### config.mk
export PLATFORM = sky130hd
export DESIGN_NAME = vector_lane_fu_sequencer
export DESIGN_NICKNAME = d
export VERILOG_FILES = /design/src/rtl/vector_lane_fu_sequencer.sv
export SDC_FILE = /design/constraint.sdc
export NUM_CORES = 1
export LEC_CHECK = 0
export CAP_MARGIN = 20
export CELL_PAD_IN_SITES_DETAIL_PLACEMENT = 1
export CELL_PAD_IN_SITES_GLOBAL_PLACEMENT = 2
export CORE_MARGIN = 10
export CORE_UTILIZATION = 25
export CTS_CLUSTER_DIAMETER = 120
export DETAILED_ROUTE_END_ITERATION = 10
export PLACE_DENSITY_LB_ADDON = 0.25
export SYNTH_ARGS = -nofsm -noshare
export SYNTH_HDL_FRONTEND = slang
export SYNTH_SLANG_ARGS = --single-unit
### constraint.sdc
create_clock -name CLK -period 5.5 [get_ports CLK]
set_input_delay 0.825 -clock CLK [delete_from_list [all_inputs] [get_ports CLK]]
set_output_delay 0.825 -clock CLK [all_outputs]
set_load 0.02 [all_outputs]
### src/rtl/vector_lane_fu_sequencer.sv
// ============================================================================
// Module      : vector_lane_fu_sequencer
// Description : Per-lane sequencer that issues one element op at a time to the
//               arithmetic, multiply or divide unit, waits for completion (with
//               a hang timeout) and holds the result until downstream takes it.
//               Optional build macro VLANE_SEQ_ARITH_BYPASS_EN: arithmetic ops
//               start and complete in the acceptance cycle.
// Revision    : 1.0 - initial release
// ============================================================================
`timescale 1ns/1ps
`default_nettype none

module vector_lane_fu_sequencer #(
  parameter int TIMEOUT_CYCLES = 64,
  parameter int CNT_W          = 8
) (
  input  logic        CLK,
  input  logic        nRST,
  input  logic        issue_valid,
  output logic        issue_ready,
  input  logic [2:0]  fu_sel,
  output logic        start,
  output logic        start_mu,
  output logic        start_div,
  input  logic        busy_a,
  input  logic        busy_mu,
  input  logic        busy_du,
  input  logic [31:0] wdata_a,
  input  logic [31:0] wdata_mu,
  input  logic [31:0] wdata_du,
  input  logic        exception_a,
  input  logic        exception_mu,
  input  logic        exception_du,
  input  logic        stall_e_m,
  output logic [31:0] lane_result,
  output logic        result_valid,
  output logic        busy,
  output logic        exception
);

  typedef enum logic [1:0] {
    S_IDLE   = 2'd0,
    S_LAUNCH = 2'd1,
    S_WAIT   = 2'd2,
    S_DONE   = 2'd3
  } state_t;

  localparam logic [2:0]       c_FU_ARITH = 3'd0;
  localparam logic [2:0]       c_FU_MUL   = 3'd1;
  localparam logic [2:0]       c_FU_DIV   = 3'd2;
  localparam logic [CNT_W-1:0] c_CNT_LAST = CNT_W'(TIMEOUT_CYCLES - 1);

  state_t            r_state;
  state_t            w_next_state;
  logic [2:0]        r_fu;
  logic [CNT_W-1:0]  r_cnt;
  logic [31:0]       r_result;
  logic              r_exc;

  logic              w_accept;
  logic              w_fu_legal;
  logic              w_sel_busy;
  logic [31:0]       w_sel_wdata;
  logic              w_sel_exc;
  logic              w_timeout;

  logic              w_start_a;
  logic              w_start_mu;
  logic              w_start_du;
  logic              w_cap_unit;
  logic              w_cap_bypass;
  logic              w_fault;
  logic              w_cnt_clr;
  logic              w_cnt_inc;

  assign w_accept   = issue_valid && (r_state == S_IDLE);
  assign w_fu_legal = (fu_sel <= c_FU_DIV);
  assign w_timeout  = (r_cnt == c_CNT_LAST);

  // Only the latched unit's handshake is observed; the others are don't-care.
  always_comb begin
    w_sel_busy  = 1'b0;
    w_sel_wdata = 32'd0;
    w_sel_exc   = 1'b0;
    case (r_fu)
      c_FU_ARITH: begin
        w_sel_busy  = busy_a;
        w_sel_wdata = wdata_a;
        w_sel_exc   = exception_a;
      end
      c_FU_MUL: begin
        w_sel_busy  = busy_mu;
        w_sel_wdata = wdata_mu;
        w_sel_exc   = exception_mu;
      end
      c_FU_DIV: begin
        w_sel_busy  = busy_du;
        w_sel_wdata = wdata_du;
        w_sel_exc   = exception_du;
      end
      default: begin
        w_sel_busy  = 1'b0;
        w_sel_wdata = 32'd0;
        w_sel_exc   = 1'b0;
      end
    endcase
  end

  always_ff @(posedge CLK or negedge nRST) begin
    if (!nRST) begin
      r_state <= S_IDLE;
    end else begin
      r_state <= w_next_state;
    end
  end

  always_comb begin
    w_next_state = r_state;
    w_start_a    = 1'b0;
    w_start_mu   = 1'b0;
    w_start_du   = 1'b0;
    w_cap_unit   = 1'b0;
    w_cap_bypass = 1'b0;
    w_fault      = 1'b0;
    w_cnt_clr    = 1'b0;
    w_cnt_inc    = 1'b0;
    case (r_state)
      S_IDLE: begin
        if (w_accept) begin
          if (!w_fu_legal) begin
            w_fault      = 1'b1;
            w_next_state = S_DONE;
          end
`ifdef VLANE_SEQ_ARITH_BYPASS_EN
          else if (fu_sel == c_FU_ARITH) begin
            w_start_a    = 1'b1;
            w_cap_bypass = 1'b1;
            w_next_state = S_DONE;
          end
`endif
          else begin
            w_next_state = S_LAUNCH;
          end
        end
      end
      S_LAUNCH: begin
        w_start_a    = (r_fu == c_FU_ARITH);
        w_start_mu   = (r_fu == c_FU_MUL);
        w_start_du   = (r_fu == c_FU_DIV);
        w_cnt_clr    = 1'b1;
        w_next_state = S_WAIT;
      end
      S_WAIT: begin
        // A completion on the final timeout cycle still delivers the result.
        if (!w_sel_busy) begin
          w_cap_unit   = 1'b1;
          w_next_state = S_DONE;
        end else if (w_timeout) begin
          w_fault      = 1'b1;
          w_next_state = S_DONE;
        end else begin
          w_cnt_inc    = 1'b1;
        end
      end
      S_DONE: begin
        if (!stall_e_m) begin
          w_next_state = S_IDLE;
        end
      end
      default: begin
        w_next_state = S_IDLE;
      end
    endcase
  end

  always_ff @(posedge CLK or negedge nRST) begin
    if (!nRST) begin
      r_fu     <= 3'd0;
      r_cnt    <= '0;
      r_result <= 32'd0;
      r_exc    <= 1'b0;
    end else begin
      if (w_accept) begin
        r_fu <= fu_sel;
      end
      if (w_cnt_clr) begin
        r_cnt <= '0;
      end else if (w_cnt_inc) begin
        r_cnt <= r_cnt + CNT_W'(1);
      end
      if (w_fault) begin
        r_result <= 32'd0;
        r_exc    <= 1'b1;
      end else if (w_cap_unit) begin
        r_result <= w_sel_wdata;
        r_exc    <= w_sel_exc;
      end else if (w_cap_bypass) begin
        r_result <= wdata_a;
        r_exc    <= exception_a;
      end
    end
  end

  // Gating with nRST keeps the bypass start path quiet while reset is held.
  assign start        = w_start_a && nRST;
  assign start_mu     = w_start_mu && nRST;
  assign start_div    = w_start_du && nRST;
  assign issue_ready  = (r_state == S_IDLE);
  assign busy         = (r_state != S_IDLE);
  assign result_valid = (r_state == S_DONE);
  assign lane_result  = r_result;
  assign exception    = r_exc;

endmodule

`default_nettype wire

==> key figures <==
Yosys
  – Area contributors post-synth: dfrtp_1 37%, nand3b_1 16%, mux2i_1 11%
  – Yosys warnings: 0
  – Post-synthesis cell count: 346
  – Most area-hungry cell type in the Yosys netlist: dfrtp_1
  – Syn_area_per_cell: 8.91 um^2
  – Synth Net Count: 461
  – Mapped cell area: 3080 um^2
  – Register bit total from synthesis: 46
  – Asr flop ratio synth: 1.00
  – Post-synth EDFFs: 0
  – Synth top area share: 0.373
  – Distinct cell type count after synthesis: 39
  – Sequential-to-total area share from yosys stat: 0.373
  – Main flop type after synthesis: dfrtp_1

Pwr
  – Final Power: 2160 uW
  – IR drop worst, VDD: 0.197 mV
  – Leak: 0.00189 uW
  – PwrDens: 445 nW/um^2

Timing
  – Slew headroom: 0.471
  – Finish-stage setup viols: 0
  – Crit share post-route: 0.596
  – Final Max Slew Viols: 0
  – Hold Fails Final Rpt: 0
  – Worst-Margin Slew: 793 ps
  – Post-Route Setup TNS: 0 ps
  – Fmax: 305 MHz
  – Tmin final: 3280 ps
  – Skew final: 7.08 ps
  – Unrepaired setup endpoints after global routing: false

Hold path
  – Hold path endpoint: exception$_DFFE_PN0P_
  – Min-delay src: exception$_DFFE_PN0P_
  – Hold path depth: 1
  – HP Class: reg -> reg

Finish
  – Final #Nets: 591
  – Share of cells above drive strength 1: 0.0503
  – Ant diodes: 0
  – Layout area overhead: 57.7%

Clock tree
  – CTS resizes: 0
  – Clock buffer count from CTS: 5
  – CTS root buf: clkbuf_16
  – Postcts setup bufs: 0
  – Clock tree sinks: 46
  – Max H-tree Level: 2
  – Worst skew pair latency: 280 ps
  – Worst-path clk slew: 70 ps
  – Maximum buffer depth of the clock tree: 2
  – CTS tree: built
  – Hold_buf cts: 0

Critical path
  – FF-to-FF path depth: 5
  – Critical Path Source Type: register
  – Critical R2R Launch: r_fu[1]$_DFFE_PN0N_
  – CP Max Fanout: 39
  – R2R Path End: lane_result[9]$_DFFE_PN0P_
  – Worst R2R Setup Slack: 3130 ps
  – CP required: 4680 ps
  – Data arrival, critical path: 2450 ps
  – CP Class: reg -> out
  – Endpoint type of the worst setup path: output pin
  – Worst setup path start: r_fu[0]$_DFFE_PN0N_

Routing
  – Detailed-route DRC error count: 0
  – Per-cell routed wire length: 18.2 um
  – Pre-antenna DRT Iters: 4
  – Drt via density: 4.82
  – Iter 0 DRT Violations: 133
  – Via count: 3108
  – Final WL: 11800 um
  – Detail Route Antenna Nets: 0

Die
  – DIE WIDTH: 131 um
  – Core area: 12100 um^2
  – Initial core utilization: 0.256
  – Die ar.: 17200 um^2
  – Placement Rows: 40
  – Die Ht: 131 um
  – # IOs: 148

Run
  – Maxcap violations: 0

Global route
  – Largest net degree at the start of global routing: 47
  – Vias in the first global route: 3375
  – Grt ovf: 0
  – First-pass GRT wire length: 18700 um
  – Initial antenna violation count: 0
  – Total GRT Usage: 0.135

Placed design
  – Placer Congestion: 0.728
  – Port bufs: 147
  – Post-DP HPWL: 8730 um

Outcome
  – Status: completed
[per-layer routing]
layer  global-route usage  vias to the layer above  wire length, um
li1                     -                     1506                -
met1                0.173                     1488             5360
met2                0.218                      106             5260
met3               0.0459                        8             1050
met4               0.0255                        0               93
met5                    0                        -                0
[per-stage QoR]
stage               hold slack (ps)   util  setup slack (ps)  area [um^2]  instances
global placement                471  0.387              2570         4670        636
global route                    532  0.403              2030         4860        645
CTS                             493  0.401              2210         4840        644
floorplan                       503      -              2890         3080        346
finish                          488  0.403              2220         4860        645
detailed placement              478  0.387              2540         4670        636
[synthesized netlist by cell type, types with 3 or more instances]
master / count
a21oi_1: 39
nand2_1: 37
nand3_1: 5
buf_1: 3
o21ai_0: 39
ha_1: 6
nand3b_1: 64
inv_1: 6
nor2_1: 3
or4_1: 3
or3_1: 3
buf_2: 11
mux2_2: 3
dfrtp_1: 46
clkbuf_1: 15
mux2i_1: 35
[cells by family (layout without fill, tap and decap cells)]
kind of cell	after synthesis	count (layout)	share of synthesized area
mux	38	38	0.125
fa+ha+maj	6	6	0.0243
buf+inv	37	168	0.0523
simple gates	128	128	0.257
compound gates	91	91	0.169
flops	46	46	0.373
[cell usage in the layout (no fill, tap or decap), drive strengths merged]
cell and count:
nor4b 1, o211ai 1, or3b 1, or3 3, nand3 5, a2bb2oi 1, nand2 37, bufinv 1
clkdlybuf4s50 146, or4 3, nand4bb 2, nor3 1, dfrtp 46, a2111oi 1, inv 6, o211a 1
nor2b 1, ha 6, o31ai 3, a21oi 39, nor4 1, or2 2, a211oi 1, and3 2
buf 8, o21ai 39, nor2 3, clkbuf 6, o41ai 1, a211o 1, mux2 3, nand3b 64
o311ai 1, nand2b 2, o22a 1, a22oi 1, mux2i 35, clkinvlp 1
[worst max-delay path by stage]
stage                end  slack (ps)  depth (start not counted)
5_1_grt         start_mu        2030                          4
3_5_place_dp    start_mu        2540                          4
2_1_floorplan  start_div        2890                          5
6_report        start_mu        2220                          4
4_1_cts         start_mu        2210                          4
3_3_place_gp    start_mu        2570                          4
[report_power, final]
| group | internal [uW] | switching (uW) |
|---|---|---|
| registers | 447 | 142 |
| clock network | 215 | 129 |
| logic | 589 | 641 |
[flip-flops by register name, summed over array words and instances, names as in the netlist]
name,flops
r_fu,3
r_state,2
lane_result,32
r_cnt,8
exception,1
[critical path, cell delays in order (launching register included)]
cell	delay, ps
dfrtp_2	740
buf_4	430
nand2_1	90
nor3_1	200
clkdlybuf4s50_1	670
[layout make-up]
class,instances,area [um^2]
fill,1403,7200
multi-input combinational,263,1770
timing repair buffer,154,1540
sequential,46,1150
tap,168,210
clock buffer,6,129
clock inverter,2,37.5
inverter,6,22.5
Note: power is estimated with default switching activity, not from simulation.
